===== src/rtl/pipe_stage_reg.sv =====
// Generic inter-stage pipeline register for the MIPS pipeline (D/E, E/M, M/W).
// It supports stall hold, bubble flush, a saturating Tnew countdown and a per-occupant hold counter.

module pipe_word_reg #(
  parameter int W = 32
) (
  input  logic         clk,
  input  logic         reset,
  input  logic         flush,
  input  logic         en,
  input  logic [W-1:0] d,
  output logic [W-1:0] q
);
  // A bubble that arrives on a load (valid_i = 0) still carries its data words.
  always_ff @(posedge clk) begin
    if (reset || flush) q <= '0;
    else if (en)        q <= d;
  end
endmodule

module pipe_stage_reg #(
  parameter int DATA_W        = 32,
  parameter int NUM_DATA      = 3,
  parameter int CTRL_W        = 12,
  parameter int TNEW_W        = 2,
  parameter int ADDR_W        = 5,
  parameter int CNT_W         = 8,
  parameter int KEEP_PC_FLUSH = 1
) (
  input  logic                       clk,
  input  logic                       reset,
  input  logic                       en,
  input  logic                       flush,
  input  logic                       valid_i,
  input  logic                       reg_write_i,
  input  logic [CTRL_W-1:0]          ctrl_i,
  input  logic [NUM_DATA*DATA_W-1:0] data_i,
  input  logic [31:0]                pc_i,
  input  logic                       bd_i,
  input  logic [TNEW_W-1:0]          tnew_i,
  input  logic [ADDR_W-1:0]          a_rs_i,
  input  logic [ADDR_W-1:0]          a_rt_i,
  input  logic [ADDR_W-1:0]          a_wr_i,
  output logic                       valid_o,
  output logic                       reg_write_o,
  output logic [CTRL_W-1:0]          ctrl_o,
  output logic [NUM_DATA*DATA_W-1:0] data_o,
  output logic [31:0]                pc_o,
  output logic                       bd_o,
  output logic [TNEW_W-1:0]          tnew_o,
  output logic [ADDR_W-1:0]          a_rs_o,
  output logic [ADDR_W-1:0]          a_rt_o,
  output logic [ADDR_W-1:0]          a_wr_o,
  output logic [CNT_W-1:0]           hold_cnt_o
);

  typedef struct packed {
    logic              valid;
    logic              reg_write;
    logic [CTRL_W-1:0] ctrl;
    logic [31:0]       pc;
    logic              bd;
    logic [TNEW_W-1:0] tnew;
    logic [ADDR_W-1:0] a_rs;
    logic [ADDR_W-1:0] a_rt;
    logic [ADDR_W-1:0] a_wr;
  } slot_t;

  slot_t            slot_q, slot_load, slot_flush;
  logic [CNT_W-1:0] hold_cnt_q;
  logic             wr_live;

  // Squash the write early so a dead slot never matches a forwarding compare.
  assign wr_live = reg_write_i & valid_i;

  always_comb begin
    slot_load           = '0;
    slot_load.valid     = valid_i;
    slot_load.reg_write = wr_live;
    slot_load.ctrl      = valid_i ? ctrl_i : '0;
    slot_load.pc        = pc_i;
    slot_load.bd        = bd_i;
    slot_load.tnew      = (!valid_i || tnew_i == '0) ? '0 : tnew_i - 1'b1;
    slot_load.a_rs      = a_rs_i;
    slot_load.a_rt      = a_rt_i;
    slot_load.a_wr      = wr_live ? a_wr_i : '0;
  end

  // A flushed slot may keep its PC/BD so exception logic can still report EPC.
  always_comb begin
    slot_flush = '0;
    if (KEEP_PC_FLUSH != 0) begin
      slot_flush.pc = pc_i;
      slot_flush.bd = bd_i;
    end
  end

  always_ff @(posedge clk) begin
    if (reset)      slot_q <= '0;
    else if (flush) slot_q <= slot_flush;
    else if (en)    slot_q <= slot_load;
  end

  always_ff @(posedge clk) begin
    if (reset || flush || en)                  hold_cnt_q <= '0;
    else if (slot_q.valid && hold_cnt_q != '1) hold_cnt_q <= hold_cnt_q + 1'b1;
  end

  for (genvar k = 0; k < NUM_DATA; k++) begin : g_word
    pipe_word_reg #(.W(DATA_W)) u_word (
      .clk   (clk),
      .reset (reset),
      .flush (flush),
      .en    (en),
      .d     (data_i[k*DATA_W +: DATA_W]),
      .q     (data_o[k*DATA_W +: DATA_W])
    );
  end

  assign valid_o     = slot_q.valid;
  assign reg_write_o = slot_q.reg_write;
  assign ctrl_o      = slot_q.ctrl;
  assign pc_o        = slot_q.pc;
  assign bd_o        = slot_q.bd;
  assign tnew_o      = slot_q.tnew;
  assign a_rs_o      = slot_q.a_rs;
  assign a_rt_o      = slot_q.a_rt;
  assign a_wr_o      = slot_q.a_wr;
  assign hold_cnt_o  = hold_cnt_q;

endmodule

===== config.mk =====
export PLATFORM = sky130hd
export DESIGN_NAME = pipe_stage_reg
export DESIGN_NICKNAME = d
export VERILOG_FILES = /design/src/rtl/pipe_stage_reg.sv
export SDC_FILE = /design/constraint.sdc
export NUM_CORES = 1
export LEC_CHECK = 0
export CAP_MARGIN = 10
export CORE_MARGIN = 2
export CORE_UTILIZATION = 39
export CTS_CLUSTER_DIAMETER = 100
export CTS_CLUSTER_SIZE = 24
export DETAILED_ROUTE_END_ITERATION = 10
export PLACE_DENSITY_LB_ADDON = 0.15
export SLEW_MARGIN = 20
export SYNTH_ARGS = -nofsm -noshare
export SYNTH_HDL_FRONTEND = slang
export SYNTH_HIERARCHICAL = 1
export SYNTH_SLANG_ARGS = --single-unit
export TNS_END_PERCENT = 5

===== constraint.sdc =====
create_clock -name clk -period 1.8 [get_ports clk]
set_input_delay 0.18 -clock clk [delete_from_list [all_inputs] [get_ports clk]]
set_output_delay 0.18 -clock clk [all_outputs]
set_load 0.02 [all_outputs]

==> metrics, run 1 <==
DRC violations left=0; post-synth cell types=34; Final Setup Violations=0; Initial Util=39.89%; share of the synthesized area in the top cell type=55.46%; Die X-Extent=128.7 um; CTS tree=yes; total CTS buffers=17; setup TNS=0 ps; vias in the first global route=5389; crit path DAT=1560 ps; worst-margin pin slew=585.4 ps; Final min period=1735 ps; Wirelength per Cell=16.43 um; Slowest-stage cell, CP=clkdlybuf4s50_1; Tot Pwr=8.961 mW; fmax=0.5762 GHz; Resize count post-CTS=1; crit path kind=reg -> out; Reg clk slew, reported paths=60 ps; final slew viol count=0; EDFF count, synth=0; largest net degree at the start of global routing=52; clock skew=4.593 ps; # hold bufs at CTS=0; Nets=1084; final antenna-violating net count=0; I/O pins=332; Worst slew margin=60.97%; Total GRT Usage=21.41%; async set-reset flop share out of synthesis=0%; placed cell count=1087; worst hold path class=in -> reg; die area=16560 um2; Synth top cells by count=dfxtp_1, mux2i_1, nor2_1, nand2_1, a21oi_1; aggregate routed wire length=18.34 mm; Non-Filler Instances=1116; critical path required time=1620 ps; status=finished clean; vias post-DR=5345; setup ws final=64.59 ps; share of layout cells above drive strength 1=5.280%; DR iter-0 viols=252; fin util=66.49%; routability cong.=0.8430; Synthesized Nets=766; final hold vios=0; CP endpoint kind=output port; Lkg Pwr=4.105 nW; Syn Area/Cell=10.11 um2; number of sinks on the clock net=168; Synth warnings=6; Worst setup SP type=flop; Place WS=46.51 ps; Post-CTS Setup Bufs=0; Clk Latency, worst-skew pair=420 ps; ys flop type=dfxtp_1; TritonRoute pass-1 iters=4; critical path peak fanout=7; count of input and output buffers=331; HPWL after detailed placement=13.70 mm; worst stage delay on the critical path=680 ps; CTS Root Buffer Type=clkbuf_16; cell area after synthesis=6065 um2; register area share after synthesis=55.46%; RSZ-0062 raised after global routing=false; post-synth top area cell=dfxtp_1; Crit path max-delay family=buffers and inverters; Area Growth Syn to Fin=66.66%; Syn Inst Count=600; power per cell area=886.6 nW/um2; max cap viols=0; fin crit share=96.41%; grt total ovfl=0; VDD IR max=0.0006372 V; global-route wire length before repair=27.68 mm; die height=128.7 um; crit-path cells=clkdlybuf4s50_1; WP buf/inv=1; H-tree lvl count=4; ANT cells=0; number of synthesized register bits=168; CTS Buffer Depth=2; largest cells by area after synthesis=dfxtp_1, mux2i_1, nor2_1; initial antenna violation count=0; most frequent cell after synthesis=dfxtp_1; Core Box Area=15200 um2; via density per instance=4.789; site row count=45
path summary, 6_finish.rpt:
| path | startpoint | to | slack [ps] | cells past startpoint |
|---|---|---|---|---|
| hold / removal | en | g_word[1].u_word/q[30]$_SDFFE_PP0P_ | 200 | 3 |
| hold reg to reg | pc_o[4]$_SDFFE_PP0P_ | pc_o[4]$_SDFFE_PP0P_ | 460 | 2 |
| setup reg to reg | hold_cnt_o[0]$_SDFFE_PP0P_ | hold_cnt_o[6]$_SDFFE_PP0P_ | 240 | 4 |
| setup / recovery | hold_cnt_o[2]$_SDFFE_PP0P_ | hold_cnt_o[2] | 60 | 1 |
power by group:
group          total [mW]  switching, mW  internal (mW)
Combinational        1.24          0.529          0.709
Sequential           3.92         0.0715           3.85
Clock                3.80           1.39           2.41
final cells by class:
class	instances	area (um2)
Clock inverter	8	146.4
Tap cell	188	235.2
Sequential cell	168	3363
Timing Repair Buffer	345	3493
Multi-Input combinational cell	381	2380
Clock buffer	21	470.5
Inverter	5	18.77
Fill cell	1177	5095
sequential cells by signal, summed over array words and instances (netlist names):
signal,flops
a_rs_o,5
pc_o,32
hold_cnt_o,8
reg_write_o,1
g_word.u_word/q,96
valid_o,1
tnew_o,2
ctrl_o,12
a_wr_o,5
bd_o,1
a_rt_o,5
metrics by stage:
stage / cell area [um2] / hold slack [ps]
after floorplan: 6065 / 291.1
after CTS: 10110 / 182.4
after global routing: 10110 / 214.3
after global placement: 9492 / 437.5
after detailed placement: 9492 / 448.1
final: 10110 / 195.8
cells by family (layout without fill, tap and decap cells):
logic type,after synthesis,in the layout,share of synthesized area (%)
flip-flops,168,168,55.46
AND/OR/NAND/NOR,202,202,13.43
buffers and inverters,51,379,5.343
multiplexers,108,108,17.83
adder cells (fa/ha/maj),2,2,0.4126
AO/OA/AOI/OAI,69,69,7.530
cell usage in the layout, fill, tap and decap left out, types with 3 or more instances in the layout:
cell type and instances:
a211oi_1 3, mux2i_1 108, inv_1 5, dfxtp_1 168, a21oi_1 37, bufinv_16 4, buf_4 8, buf_12 6
nand3_1 3, a22o_1 17, nor2_1 107, clkbuf_16 17, clkdlybuf4s50_1 329, clkbuf_8 3, o21ai_0 3, or2_1 3
nand2_1 74
routing by layer:
metal	wire, um	track usage [%]	share of wire, %
met3	1694	7.775	9.2
met5	0	0	0
met4	446	9.271	2.4
met1	6935	23.20	38
met2	9263	37.66	51
Power figures use the tool's default switching activity.
==> run 2, diff against run 1 <==
--- a/config.mk
+++ b/config.mk
@@ -6,11 +6,11 @@
 export NUM_CORES = 1
 export LEC_CHECK = 0
 export CAP_MARGIN = 10
-export CORE_MARGIN = 2
-export CORE_UTILIZATION = 39
+export CORE_AREA = 2 2 128 130
 export CTS_CLUSTER_DIAMETER = 100
 export CTS_CLUSTER_SIZE = 24
 export DETAILED_ROUTE_END_ITERATION = 10
+export DIE_AREA = 0 0 130 132
 export PLACE_DENSITY_LB_ADDON = 0.15
 export SLEW_MARGIN = 20
 export SYNTH_ARGS = -nofsm -noshare
==> metrics, run 2 (same netlist as run 1, synthesis figures left out) <==
Worst slew margin=60.72% (was 60.97%); Largest Register=g_word.u_word/q (unchanged); via density per instance=4.671 (was 4.789); max reg flops=96 (unchanged); Reg clk slew, reported paths=60 ps (about the same); commonest non-fill, non-tap cell in the layout=clkdlybuf4s50_1 (unchanged); commonest cells after routing, fill and taps aside=clkdlybuf4s50_1, dfxtp_1, mux2i_1 (unchanged); worst r2r src=hold_cnt_o[0]$_SDFFE_PP0P_ (unchanged); Wirelength per Cell=16.02 um (was 16.43 um); R2R Setup Slk=280 ps (was 240 ps); Initial Util=38.60% (was 39.89%); reg-to-reg critical path endpoint=hold_cnt_o[6]$_SDFFE_PP0P_ (unchanged); Crit path max-delay family=buffers and inverters (unchanged); max cap viols=0 (unchanged); final slew viol count=0 (unchanged); I/O pins=332 (unchanged); Nets=1082 (was 1084); count of input and output buffers=331 (unchanged); final hold vios=0 (unchanged); CTS Root Buffer Type=clkbuf_16 (unchanged); worst hold path class=in -> reg (unchanged); hold path depth=3 (unchanged); vias in the first global route=5436 (was 5389); H-tree lvl count=4 (unchanged); RSZ-0062 raised after global routing=false (unchanged); Core Box Area=15710 um2 (was 15200 um2); fmax=0.5848 GHz (was 0.5762 GHz); grt total ovfl=0 (unchanged); number of sinks on the clock net=168 (unchanged); DR iter-0 viols=180 (was 252); die area=17160 um2 (was 16560 um2); power per cell area=853.7 nW/um2 (was 886.6 nW/um2); R2R cell count=4 (unchanged); total CTS buffers=17 (unchanged); Final Setup Violations=0 (unchanged); die height=132 um (was 128.7 um); HPWL after detailed placement=13.84 mm (was 13.70 mm); worst stage delay on the critical path=670 ps (was 680 ps); worst-margin pin slew=589.3 ps (was 585.4 ps); min-delay src=en (unchanged); routability cong.=0.8364 (was 0.8430); Lkg Pwr=4.069 nW (was 4.105 nW); Die X-Extent=130 um (was 128.7 um); setup TNS=0 ps (unchanged); crit-path cells=clkdlybuf4s50_1 (unchanged); Place WS=68.29 ps (was 46.51 ps); Worst path depth=1 (unchanged); Area Growth Syn to Fin=65.90% (was 66.66%); fin crit share=95.01% (was 96.41%); global-route wire length before repair=28.42 mm (was 27.68 mm); crit path kind=reg -> out (unchanged); Final min period=1710 ps (was 1735 ps); ANT cells=0 (unchanged); final antenna-violating net count=0 (unchanged); clock skew=3.192 ps (was 4.593 ps); setup ws final=89.90 ps (was 64.59 ps); fin util=64.03% (was 66.49%); Post-CTS Setup Bufs=0 (unchanged); Worst setup SP type=flop (unchanged); Slowest-stage cell, CP=clkdlybuf4s50_1 (unchanged); Total GRT Usage=21.01% (was 21.41%); aggregate routed wire length=18.35 mm (was 18.34 mm); # hold bufs at CTS=0 (unchanged); largest net degree at the start of global routing=59 (was 52); CP endpoint kind=output port (unchanged); TritonRoute pass-1 iters=4 (unchanged); vias post-DR=5348 (was 5345); site row count=46 (was 45); CTS Buffer Depth=2 (unchanged); crit path DAT=1530 ps (was 1560 ps); Hold Path End=g_word[2].u_word/q[25]$_SDFFE_PP0P_ (was g_word[1].u_word/q[30]$_SDFFE_PP0P_); DRC violations left=0 (unchanged); VDD IR max=0.0005787 V (was 0.0006372 V); share of layout cells above drive strength 1=5.274% (was 5.280%); critical path required time=1620 ps (about the same); critical path peak fanout=7 (unchanged); WP buf/inv=1 (unchanged); CTS tree=yes (unchanged); Clk Latency, worst-skew pair=410 ps (was 420 ps); status=finished clean (unchanged); Tot Pwr=8.589 mW (was 8.961 mW); initial antenna violation count=0 (unchanged)
-- run 2: power breakdown --
part           switching [mW]  leakage, nW  total [mW]  internal (mW)
Clock                    1.46        0.269        3.44           1.98
Combinational           0.526         2.43        1.23          0.704
Sequential             0.0709         1.37        3.92           3.85
Total                    2.06         4.07        8.59           6.53
-- run 2: what timing repair did --
| item | in CTS | in global routing |
|---|---|---|
| endpoints found under the setup margin | 0 | 1 |
| resized for setup | 0 | 1 |
| hold endpoints to repair | 0 | 0 |
-- run 2: cell type report --
type / instances / area [um2]
Fill cell: 1280 / 5652
Timing Repair Buffer: 343 / 3470
Sequential cell: 168 / 3363
Multi-Input combinational cell: 381 / 2380
Clock buffer: 21 / 460.4
Tap cell: 216 / 270.3
Clock inverter: 11 / 98.84
Inverter: 5 / 18.77
-- run 2: worst max-delay path by stage --
stage / endpoint / slack, ps / from
finish: hold_cnt_o[5] / 90 / hold_cnt_o[5]$_SDFFE_PP0P_
global route: hold_cnt_o[5] / 20 / hold_cnt_o[5]$_SDFFE_PP0P_
CTS: valid_o / 20 / valid_o$_SDFFE_PP0P_
detailed placement: pc_o[4]$_SDFFE_PP0P_ / 70 / flush
global placement: pc_o[2]$_SDFFE_PP0P_ / 170 / flush
floorplan: hold_cnt_o[6]$_SDFFE_PP0P_ / 250 / hold_cnt_o[0]$_SDFFE_PP0P_
-- run 2: worst reg2reg max path: stages, from the launching register on --
cell and delay [ps]:
dfxtp_1 410, ha_1 300, and4_1 360, a31oi_1 120, a211oi_1 240
-- run 2: layer usage --
metal / wire (um) / global-route usage [%] / vias to the layer above
met5: 0 / 0 / -
met4: 582 / 8.722 / 0
met3: 1825 / 9.050 / 36
met2: 8935 / 36.33 / 218
met1: 7002 / 22.17 / 2457
li1: - / - / 2637
-- run 2: through the flow --
stage          hold slack, ps  cell area [um2]  instances
4_1_cts                 241.5            10060       1145
6_report                251.4            10060       1145
5_1_grt                 255.9            10060       1145
3_3_place_gp            437.7             9499       1113
2_1_floorplan           291.1             6065        600
3_5_place_dp            446.6             9499       1113
==> RTL edit 1: new RTL, flow settings as in run 1 <==
Change the parameter `DATA_W` from 32 to 24.
--- a/src/rtl/pipe_stage_reg.sv
+++ b/src/rtl/pipe_stage_reg.sv
@@ -21,3 +21,3 @@
 module pipe_stage_reg #(
-  parameter int DATA_W        = 32,
+  parameter int DATA_W        = 24,
   parameter int NUM_DATA      = 3,
Ports: changed (resized data_i and data_o); port bits go from 332 to 284. No check against the original RTL was run, so the function may have changed too.
==> RTL edit 1 against run 1 <==
Worst setup slack better by 0.028 ns. Combinational power fell by 16%. Routed wire length shrank 17%. Power is 13% lower. Sequential cell count decreased by 24. Cell area decreased by 14%. Synthesized area decreased by 14%. Sequential power shrank 14%. Critical path type unchanged. Largest cell class unchanged.
==> RTL edit 1: results (changes against run 1) <==
buffers added on ports 283 (-15%); Post-Synth Adder-Cell Area 0.4815% (+0.069 points); hpwl dp 11,080 µm (-19%); P_seq 3.36 mW (-14%); total power 7.810 mW (-13%); sw frac 22.31% (+0.081 points); relative slew slack 60.31% (-0.67 points); final core utilization 66.04% (-0.45 points); syn_nets 664 (-13%); FILL cells 1,070 (-9.1%); max reg flops 72 (-25%); non-filler cells, final 981 (-12%); share of layout cells above drive strength 1 5.466% (+0.19 points); placed cells 950 (-13%); Gate power share 13.3% (-0.5 points); status finished clean; Leak Pwr 3.503 nW (-15%); Critical Path AT 1.53 ns (-0.03 ns); r2r setup slk 0.26 ns (+0.02 ns); Layout Nets 935 (-14%); most instantiated cells after synthesis dfxtp_1 (144), mux2i_1 (84), nor2_1 (84), nand2_1 (74), a21oi_1 (37); DR vias 4,643 (-13%); Tot GR Track Use 20.90% (-0.51 points); DR iter-0 viols 151 (-40%); Main power group the clock network; IR drop worst, VDD 0.0006797 V (+6.7%); number of global-route vias before repair 4,650 (-14%); syn_area_per_cell 9.957 µm² (-1.5%); WL final 15,160 µm (-17%); pin count of the biggest net entering global routing 70 (+35%); Final min period 1.708 ns (-0.02765 ns)
RTL edit 1: layer usage:
layer | global-route usage (%) | share of wire (%) | vias to the layer above
met2 | 35.14 | 48 | 193
met5 | 0 | 0 | -
li1 | - | - | 2295
met1 | 22.07 | 39 | 2127
met3 | 10.58 | 11 | 28
met4 | 8.750 | 2.1 | 0
RTL edit 1: final timing paths:
| path | start | endpoint | depth (start not counted) |
|---|---|---|---|
| setup / recovery | hold_cnt_o[2] | hold_cnt_o[2] | 1 |
| hold / removal | reset | pc_o[17] | 2 |
| setup reg to reg | hold_cnt_o[0] | hold_cnt_o[0] | 4 |
| hold reg to reg | bd_o | bd_o | 2 |
RTL edit 1: layout make-up:
| class | count | area share [%] |
|---|---|---|
| Tap cell | 176 | 2.538 |
| Clock inverter | 6 | 0.9230 |
| Sequential cell | 144 | 33.23 |
| Inverter | 5 | 0.2163 |
| Multi-Input combinational cell | 333 | 23.62 |
| Clock buffer | 25 | 5.711 |
| Timing Repair Buffer | 292 | 33.76 |
==> RTL edit 2: new RTL, config.mk and constraints of run 1 <==
Made on the original files. Make the reset (`reset`) asynchronous in one clocked block.
--- a/src/rtl/pipe_stage_reg.sv
+++ b/src/rtl/pipe_stage_reg.sv
@@ -97,3 +97,3 @@
 
-  always_ff @(posedge clk) begin
+  always_ff @(posedge clk or posedge reset) begin
     if (reset)      slot_q <= '0;
Formal check against the unedited RTL: differs if reset is asserted again (counterexample within 4 cycles, from zero or initial values and one cycle with reset high); with reset held inactive, the same outputs for 4 cycles.
==> RTL edit 2 against run 1 <==
Global-route usage decreased by 0.68 points. Largest power group unchanged. Sequential cell count unchanged. Clock power decreased by 5%. Cell area increased by 2.1%. Combinational power increased by 11%. Worst setup slack got worse by 0.0082 ns. Synthesized cell count decreased by 14%. Routed wire length decreased by 1.7%. Power increased by 0.27%. Synthesized area increased by 3.2%. Largest cell class is now registers.
==> RTL edit 2: results (changes against run 1) <==
status finished clean; r2r setup slk 0.27 ns (+0.03 ns); drt wl/cell 16.73 µm (+1.8%); Leak Pwr 4.336 nW (+5.6%); complex-gate fraction of the synthesized area 3.519% (-4.0 points); pre-CTS setup slack -0.04105 ns (-0.08755 ns); relative slew slack 46.02% (-15 points); Tot GR Track Use 20.73% (-0.68 points); share of layout cells above drive strength 1 9.292% (+4.0 points); Synth Area in XOR/XNOR 0.4198% (+0.42 points); worst skew pair latency 0.42 ns (about the same); hpwl dp 13,730 µm (+0.24%); sequential-to-total area share from yosys stat 58.86% (+3.4 points); antenna violations before repair 0 (unchanged); WL met1 6832 µm (-1.5%); Yosys warnings 6 (unchanged); metal2 WL 9044 µm (-2.4%); skew final 0.007369 ns (+0.002776 ns); top post-synthesis cells by area dfxtp_1 (33%), dfrtp_1 (26%), mux2i_1 (17%); Worst R2R End hold_cnt_o[1]; FILL cells 1,244 (+5.7%); ant diodes 0 (unchanged); DP Area 9721 µm² (+2.4%); Distinct cells, synth 35 (+2.9%); most instantiated cells after synthesis nor2_1 (116), mux2i_1 (109), dfxtp_1 (104), dfrtp_1 (64), mux2_2 (33); clock slew at reported path FFs 0.06 ns (about the same); syn_nets 685 (-11%); non-filler cells, final 1,077 (-3.5%); pin count of the biggest net entering global routing 65 (+25%); Placer Congestion 0.8035 (-4.7%); Post-Synth Adder-Cell Area 0.3998% (-0.013 points); Hold Slack 0.2158 ns (+0.02006 ns); Mapped Cells 519 (-14%); first-pass GRT wire length 26,990 µm (-2.5%); met3 WL 1698 µm (+0.24%); hold worst-path end g_word[2].u_word/q[7]; IR drop worst, VDD 0.0005784 V (-9.2%); cts repair resizes 0 (-1); DR iter-0 viols 152 (-40%); depth of the worst register-to-register path 5 (+1); hold_sp en; post-synthesis mux area share 23.37% (+5.5 points); worst hold path depth 3 (unchanged); async set-or-reset flop fraction in the synthesized netlist 38.10% (+38 points); max layer used met4; H-tree levels 4 (unchanged); number of global-route vias before repair 5,226 (-3.0%); DR vias 5,038 (-5.7%); CP peak stage delay 0.69 ns; CP top delay family buffers and inverters; placed cells 1,045 (-3.9%)
## RTL edit 2: cell types whose count changed in the layout (fill, tap and decap cells not counted), sizes merged, moves of 3 or more
cell	delta
nand2	-70
dfrtp	+64
dfxtp	-64
mux2	+33
a21oi	-32
nor2	+9
clkbuf	+6
bufinv	-3
inv	-3
nor3	-3
## RTL edit 2: report_power, final
part	switching [mW]	total, mW	internal, mW
registers	0.0891	3.99	3.90
logic	0.589	1.38	0.790
clock network	1.40	3.61	2.22
## RTL edit 2: how the worst max path moves through the flow
| stage | start | end | slack [ns] | cells after the start |
|---|---|---|---|---|
| after detailed placement | flush | hold_cnt_o[6] | -0.04 | 5 |
| after global placement | flush | bd_o | 0.06 | 4 |
| final | hold_cnt_o[3] | hold_cnt_o[3] | 0.06 | 1 |
| after floorplan | reset | hold_cnt_o[7] | 0.06 | 3 |
| after CTS | hold_cnt_o[3] | hold_cnt_o[3] | 0.03 | 1 |
| after global routing | hold_cnt_o[3] | hold_cnt_o[3] | 0.007 | 1 |
## RTL edit 2: per-layer routing
layer / vias up / track usage, %
met5: - / 0
met4: 0 / 8.323
met3: 27 / 8.632
met2: 229 / 36.49
met1: 2367 / 22.07
li1: 2415 / -
## RTL edit 2: logic make-up after synthesis
logic type / Yosys count
AOI/OAI and AO/OA: 29
xor gates and xnor gates: 3
and+or+nand+nor: 138
muxes: 142
DFF: 168
buffers and inverters: 37
adders and majority gates: 2
## RTL edit 2: final cells by class
class	instances	area (µm²)	share of cell area, %
clock inverters	5	56.30	0.5455
flip-flops and latches	168	3684	35.68
multi-input cells	314	2315	22.42
clock buffers	27	545.5	5.285
repair buffers	344	3437	33.30
well taps	216	270.3	2.618
inverters	3	15.01	0.1455
